### config.mk
export PLATFORM = sky130hd
export DESIGN_NAME = pc_sequencer_flat
export DESIGN_NICKNAME = d
export VERILOG_FILES = /design/src/rtl/pc_seq_pkg.sv /design/src/rtl/pc_sequencer_if.sv /design/src/rtl/pc_adder.sv /design/src/rtl/pc_sequencer.sv /design/src/flat_wrapper.sv
export SDC_FILE = /design/constraint.sdc
export NUM_CORES = 1
export LEC_CHECK = 0
export ABC_AREA = 1
export CAP_MARGIN = 20
export CORE_AREA = 2 2 88 90
export DETAILED_ROUTE_END_ITERATION = 8
export DIE_AREA = 0 0 90 92
export PLACE_DENSITY = 0.74
export SLEW_MARGIN = 20
export SYNTH_ARGS = -nofsm -noshare
export SYNTH_HDL_FRONTEND = slang
export SYNTH_SLANG_ARGS = --single-unit
### constraint.sdc
create_clock -name clk -period 2.7 [get_ports clk]
set_input_delay 0.27 -clock clk [delete_from_list [all_inputs] [get_ports clk]]
set_output_delay 0.27 -clock clk [all_outputs]
set_load 0.05 [all_outputs]
### src/rtl/pc_seq_pkg.sv
// Shared types and constants for the program-counter sequencer.
// The PC_SEQ_PERF_EN build option itself is handled in pc_sequencer.sv.
package pc_seq_pkg;

  typedef enum logic [1:0] {
    ST_BOOT   = 2'd0,
    ST_RUN    = 2'd1,
    ST_WAIT   = 2'd2,
    ST_HALTED = 2'd3
  } pc_state_t;

  localparam int         INC_DEFAULT = 4;
  localparam logic [1:0] ALIGN_MASK  = 2'b11;

  // Only the two low address bits decide word alignment.
  function automatic logic is_misaligned(input logic [1:0] addr_lsb);
    return |(addr_lsb & ALIGN_MASK);
  endfunction

endpackage

### src/rtl/pc_sequencer_if.sv
// IF-stage control bundle between the hazard/EX logic, the PC sequencer and imem.
// The PC_SEQ_PERF_EN counters are plain ports on pc_sequencer, not part of this bundle.
interface pc_sequencer_if #(
  parameter int XLEN = 32
);
  import pc_seq_pkg::*;

  logic            stall;
  logic            branch_taken;
  logic [XLEN-1:0] branch_target;
  logic            jump;
  logic [XLEN-1:0] jump_target;
  logic            halt_req;
  logic            resume;
  logic            imem_ready;
  logic [XLEN-1:0] pc;
  logic            fetch_valid;
  logic            flush;
  logic            fault;
  pc_state_t       state;

  modport master (
    output stall, branch_taken, branch_target, jump, jump_target,
           halt_req, resume, imem_ready,
    input  pc, fetch_valid, flush, fault, state
  );

  modport slave (
    input  stall, branch_taken, branch_target, jump, jump_target,
           halt_req, resume, imem_ready,
    output pc, fetch_valid, flush, fault, state
  );

endinterface

### src/rtl/pc_adder.sv
// pcAdder: sequential next-PC increment, wrapping at XLEN bits.
// Not affected by the PC_SEQ_PERF_EN build option.
module pc_adder #(
  parameter int XLEN = 32,
  parameter int INC  = 4
) (
  input  logic [XLEN-1:0] pc_i,
  output logic [XLEN-1:0] pc_o
);

  assign pc_o = pc_i + XLEN'(INC);

endmodule

### src/rtl/pc_sequencer.sv
// Program-counter sequencer: boot, sequential fetch, redirects, imem wait and halt.
// Define PC_SEQ_PERF_EN to add saturating fetch/redirect/stall counters.
//
//   state  | meaning
//   BOOT   | one cycle after reset, pc held, no fetch
//   RUN    | fetching, pc advances or is redirected
//   WAIT   | imem not ready, pc held until it accepts
//   HALTED | fetch stopped by halt_req or misaligned redirect
module pc_sequencer
  import pc_seq_pkg::*;
#(
  parameter int              XLEN      = 32,
  parameter logic [XLEN-1:0] RESET_VEC = '0,
  parameter int              INC       = INC_DEFAULT
) (
  input logic           clk,
  input logic           rst,
  pc_sequencer_if.slave bus
`ifdef PC_SEQ_PERF_EN
  ,
  output logic [31:0]   fetch_cnt,
  output logic [31:0]   redirect_cnt,
  output logic [31:0]   stall_cnt
`endif
);

  pc_state_t       state_q, state_d;
  logic [XLEN-1:0] pc_q, pc_d;
  logic            flush_q, flush_d;
  logic            fault_q, fault_d;
  logic [XLEN-1:0] pc_inc;

  logic            active;
  logic            redir_req;
  logic [XLEN-1:0] redir_tgt;
  logic            redir_bad;
  logic            go_halt;
  logic            go_redir;
  logic            hold_stall;
  logic            hold_rdy;
  logic            seq_adv;

  pc_adder #(
    .XLEN (XLEN),
    .INC  (INC)
  ) u_pc_adder (
    .pc_i (pc_q),
    .pc_o (pc_inc)
  );

  // Event decode shared by the FSM and the optional counters.
  // In WAIT an unready imem keeps us waiting even when stall is also high.
  always_comb begin
    active     = (state_q == ST_RUN) || (state_q == ST_WAIT);
    redir_req  = bus.jump | bus.branch_taken;
    redir_tgt  = bus.jump ? bus.jump_target : bus.branch_target;
    redir_bad  = is_misaligned(redir_tgt[1:0]);
    go_halt    = active & bus.halt_req;
    go_redir   = active & ~bus.halt_req & redir_req;
    hold_stall = active & ~bus.halt_req & ~redir_req & bus.stall &
                 ((state_q == ST_RUN) | bus.imem_ready);
    hold_rdy   = active & ~bus.halt_req & ~redir_req & ~hold_stall & ~bus.imem_ready;
    seq_adv    = active & ~bus.halt_req & ~redir_req & ~hold_stall & bus.imem_ready;
  end

  always_comb begin
    state_d = state_q;
    pc_d    = pc_q;
    flush_d = 1'b0;
    fault_d = fault_q;
    unique case (state_q)
      ST_BOOT: state_d = ST_RUN;
      ST_RUN, ST_WAIT: begin
        if (go_halt) begin
          state_d = ST_HALTED;
        end else if (go_redir) begin
          if (redir_bad) begin
            fault_d = 1'b1;
            state_d = ST_HALTED;
          end else begin
            pc_d    = redir_tgt;
            flush_d = 1'b1;
            state_d = ST_RUN;
          end
        end else if (hold_stall) begin
          state_d = ST_RUN;
        end else if (hold_rdy) begin
          state_d = ST_WAIT;
        end else if (seq_adv) begin
          pc_d    = pc_inc;
          state_d = ST_RUN;
        end
      end
      ST_HALTED: begin
        if (bus.resume && !fault_q) state_d = ST_RUN;
      end
      default: state_d = ST_BOOT;
    endcase
  end

  always_ff @(posedge clk or posedge rst) begin
    if (rst) begin
      state_q <= ST_BOOT;
      pc_q    <= RESET_VEC;
      flush_q <= 1'b0;
      fault_q <= 1'b0;
    end else begin
      state_q <= state_d;
      pc_q    <= pc_d;
      flush_q <= flush_d;
      fault_q <= fault_d;
    end
  end

  assign bus.pc          = pc_q;
  assign bus.state       = state_q;
  assign bus.fetch_valid = active;
  assign bus.flush       = flush_q;
  assign bus.fault       = fault_q;

`ifdef PC_SEQ_PERF_EN
  logic [31:0] fetch_cnt_q, fetch_cnt_d;
  logic [31:0] redirect_cnt_q, redirect_cnt_d;
  logic [31:0] stall_cnt_q, stall_cnt_d;

  // Counters stick at all-ones instead of wrapping.
  always_comb begin
    fetch_cnt_d    = fetch_cnt_q;
    redirect_cnt_d = redirect_cnt_q;
    stall_cnt_d    = stall_cnt_q;
    if (seq_adv && (fetch_cnt_q != '1))
      fetch_cnt_d = fetch_cnt_q + 32'd1;
    if (go_redir && !redir_bad && (redirect_cnt_q != '1))
      redirect_cnt_d = redirect_cnt_q + 32'd1;
    if ((hold_stall || hold_rdy) && (stall_cnt_q != '1))
      stall_cnt_d = stall_cnt_q + 32'd1;
  end

  always_ff @(posedge clk or posedge rst) begin
    if (rst) begin
      fetch_cnt_q    <= '0;
      redirect_cnt_q <= '0;
      stall_cnt_q    <= '0;
    end else begin
      fetch_cnt_q    <= fetch_cnt_d;
      redirect_cnt_q <= redirect_cnt_d;
      stall_cnt_q    <= stall_cnt_d;
    end
  end

  assign fetch_cnt    = fetch_cnt_q;
  assign redirect_cnt = redirect_cnt_q;
  assign stall_cnt    = stall_cnt_q;
`endif

endmodule

### src/flat_wrapper.sv
// flat-port wrapper written by rule: the top's interface ports become plain ports
module pc_sequencer_flat import pc_seq_pkg::*;
#(
  parameter int              XLEN      = 32,
  parameter logic [XLEN-1:0] RESET_VEC = '0,
  parameter int              INC       = INC_DEFAULT
)
  (clk, rst, bus_stall, bus_branch_taken, bus_branch_target, bus_jump, bus_jump_target, bus_halt_req, bus_resume, bus_imem_ready, bus_pc, bus_fetch_valid, bus_flush, bus_fault, bus_state);
  pc_sequencer_if #(.XLEN(XLEN)) bus_i ();
  input logic clk;
  input logic rst;
  input wire logic [$bits(bus_i.stall)-1:0] bus_stall;
  input wire logic [$bits(bus_i.branch_taken)-1:0] bus_branch_taken;
  input wire logic [$bits(bus_i.branch_target)-1:0] bus_branch_target;
  input wire logic [$bits(bus_i.jump)-1:0] bus_jump;
  input wire logic [$bits(bus_i.jump_target)-1:0] bus_jump_target;
  input wire logic [$bits(bus_i.halt_req)-1:0] bus_halt_req;
  input wire logic [$bits(bus_i.resume)-1:0] bus_resume;
  input wire logic [$bits(bus_i.imem_ready)-1:0] bus_imem_ready;
  output wire logic [$bits(bus_i.pc)-1:0] bus_pc;
  output wire logic [$bits(bus_i.fetch_valid)-1:0] bus_fetch_valid;
  output wire logic [$bits(bus_i.flush)-1:0] bus_flush;
  output wire logic [$bits(bus_i.fault)-1:0] bus_fault;
  output wire logic [$bits(bus_i.state)-1:0] bus_state;
  assign bus_i.stall = bus_stall;
  assign bus_i.branch_taken = bus_branch_taken;
  assign bus_i.branch_target = bus_branch_target;
  assign bus_i.jump = bus_jump;
  assign bus_i.jump_target = bus_jump_target;
  assign bus_i.halt_req = bus_halt_req;
  assign bus_i.resume = bus_resume;
  assign bus_i.imem_ready = bus_imem_ready;
  assign bus_pc = bus_i.pc;
  assign bus_fetch_valid = bus_i.fetch_valid;
  assign bus_flush = bus_i.flush;
  assign bus_fault = bus_i.fault;
  assign bus_state = bus_i.state;
  pc_sequencer #(.XLEN(XLEN), .RESET_VEC(RESET_VEC), .INC(INC)) u_core (.clk(clk), .rst(rst), .bus(bus_i));
endmodule
==> flow_summary.toml <==
[global_routing]
overflow = 0
grt_pass1_wl_um = 15200
antenna_found_initial = 0
track_usage = 0.223
grt_pass1_vias = 3248
grt_max_degree = 52

[routing]
drt-total-wl_um = 9160
drc = 0
vias = 3440
dr.pass1.iters = 5
routedWlPerCell_um = 13.1
ant_nets = 0
vias_per_cell = 4.91
drt-initial-drc-count = 179

[critical_path]
crit_required_ps = 2430
worstPathArrival_ps = 1940
reg2reg_depth = 8
crit_path_start_kind = "register"
rrSetupSlack_ps = 680
endpoint_kind = "output pin"
worstPathMaxFanout = 4
r2r_end = "u_core.bus.pc[8]"
critPathKind = "reg2out"
r2r-start = "u_core.bus.state[0]"

[worst_hold_path]
hp-class = "in2async"

[clocking]
cts_tree = "yes"
cts_buffer_depth = 2
cts.clk_slew.worst_paths_ps = 80
holdBufCountCts = 0
clk_latency_ps = 300
cts-root-buf = "clkbuf_8"
post_cts_buffers = 0
h-tree-depth = 2
cts_resized = 0
clkSinkCount = 36
cts_buffers = 5

[sta]
period_share = 0.820
slew-limit-headroom = 0.635
layout_setup_ws_ps = 487
min_period_ps = 2210
tightest_slew_ps = 545
rsz0062_at_grt = "false"
final-hold-violation-count = 0
fin_skew_ps = 7.52
maxSlewViolCount = 0
setup_tns_ps = 0
setup_viol = 0
max_freq_mhz = 452

[placed_design]
dp_worst_setup_slack_ps = 562
dp_hpwl_um = 6980
place_congestion = 0.887
port_buffers = 108

[layout]
drive_above_1_share = 0.0518
synthToLayoutAreaGrowth_pct = 42.8
diodes = 0
finalNetCount = 673

[synth]
yosysWarnings = 0
yosys_most_used_dff = "dfrtp_1"
avgSynthCellArea_um2 = 5.97
synthDistinctLibCells = 31
synth-edff-count = 0
synth_cells = 493
ys_ff_latch = 36
syn_nets = 568
syn-cell-area_mm2 = 0.00294
yosysSeqAreaShare = 0.306
async_reset_ff_frac = 1.00

[power]
p_seq_frac = 0.268
p_leak_uw = 0.00196
swShare = 0.551
power.density_mw_per_mm2 = 962
power_uw = 4040
intPower_uw = 1820
pwr-share-comb = 0.639
p_clk_frac = 0.094
vdd_drop_max_uv = 448
power.switching_uw = 2230

[floorplan]
boundaryPins = 109
fp.dieH_um = 92
initial_utilization = 0.395
rows = 32
core_mm2 = 0.00745
die_area_mm2 = 0.00828
die-width_um = 90

[outcome]
status = "finished, final reports clean"

[flow_run]
cap_violations = 0
-- area by class of cell --
cell class / instances / area, µm²
fillers: 729 / 3250
clock buffers: 6 / 72.6
clock inverters: 1 / 5.00
multi-input cells: 388 / 1760
well taps: 102 / 128
inverters: 50 / 188
flip-flops and latches: 36 / 901
repair buffers: 117 / 1150
-- how the worst max path moves through the flow --
stage / from / end / slack [ps] / depth (start not counted)
3_3_place_gp: bus_jump / u_core.bus.pc[19] / 670 / 10
3_5_place_dp: bus_jump / u_core.bus.pc[19] / 560 / 10
2_1_floorplan: u_core.bus.state[1] / u_core.bus.pc[5] / 600 / 10
6_report: u_core.bus.state[0] / bus_fetch_valid / 490 / 3
5_1_grt: u_core.bus.state[1] / bus_fetch_valid / 410 / 4
4_1_cts: u_core.bus.state[1] / bus_fetch_valid / 480 / 4
-- power by group through the flow --
stage / registers [µW] / clock network [µW] / logic (µW)
after CTS: 1080 / 379 / 2590
after global routing: 1120 / 393 / 2800
final: 1080 / 379 / 2580
after detailed placement: 1080 / 0 / 2580
after global placement: 1080 / 0 / 2540
after floorplan: 1780 / 0 / 1020
-- metrics by stage --
| step | hold WS (ps) | cell area, µm² | utilization | cells |
|---|---|---|---|---|
| 5_1_grt | 463 | 4200 | 0.564 | 700 |
| 4_1_cts | 418 | 4200 | 0.564 | 700 |
| 6_report | 383 | 4200 | 0.564 | 700 |
| 3_3_place_gp | 472 | 4120 | 0.554 | 693 |
| 2_1_floorplan | 427 | 2940 | - | 493 |
| 3_5_place_dp | 460 | 4120 | 0.554 | 693 |
-- critical path, cell delays in order, from the launching register on --
cell	delay [ps]
dfrtp_1	420
ha_1	340
inv_1	80
clkdlybuf4s50_1	800
-- Yosys cell counts, types with 2 or more instances --
master | number | share of area
a21oi_1 | 35 | 0.060
dfrtp_1 | 36 | 0.31
o31ai_1 | 2 | 0.0051
clkbuf_1 | 8 | 0.010
o22ai_1 | 3 | 0.0064
nor3_1 | 5 | 0.0085
ha_1 | 3 | 0.013
o211ai_1 | 7 | 0.018
buf_2 | 7 | 0.012
o21ai_1 | 2 | 0.0034
a21boi_0 | 3 | 0.0077
o21ai_0 | 23 | 0.039
nand2_1 | 185 | 0.24
nand3_1 | 22 | 0.037
inv_1 | 48 | 0.061
nor2_2 | 2 | 0.0043
or2_2 | 9 | 0.019
mux2i_1 | 4 | 0.014
nor2_1 | 72 | 0.092
xor2_1 | 3 | 0.0089
inv_2 | 2 | 0.0026
xnor2_1 | 2 | 0.0060
buf_4 | 2 | 0.0051
-- routing by layer --
layer,GRT usage,share of wire
met5,0,0
met4,0.0474,0.011
met3,0.0419,0.071
met2,0.379,0.47
met1,0.297,0.45
-- sequential cells by signal (all words and copies together), names as in the netlist --
register / flops
u_core.bus.flush: 1
u_core.bus.pc: 32
u_core.bus.fault: 1
u_core.bus.state: 2
-- cell usage in the layout (no fill, tap or decap), types with 9 or more instances in the layout --
master | synthesis | final
inv_1 | 48 | 48
nand3_1 | 22 | 22
a21oi_1 | 35 | 35
or2_2 | 9 | 9
buf_4 | 2 | 9
nor2_1 | 72 | 72
dfrtp_1 | 36 | 36
nand2_1 | 185 | 185
o21ai_0 | 23 | 23
clkdlybuf4s50_1 | 0 | 108
-- cells by family (layout without fill, tap and decap cells) --
family                   after synthesis  in the layout  share of synthesized area
adder cells (fa/ha/maj)                3              3                     0.0128
buffers and inverters                 69            174                     0.0961
multiplexers                           5              5                     0.0174
AND/OR/NAND/NOR                      298            298                      0.405
XOR/XNOR                               5              5                     0.0149
AO/OA/AOI/OAI                         77             77                      0.147
flip-flops                            36             36                      0.306
No activity file was read; power rests on OpenSTA's default activity.
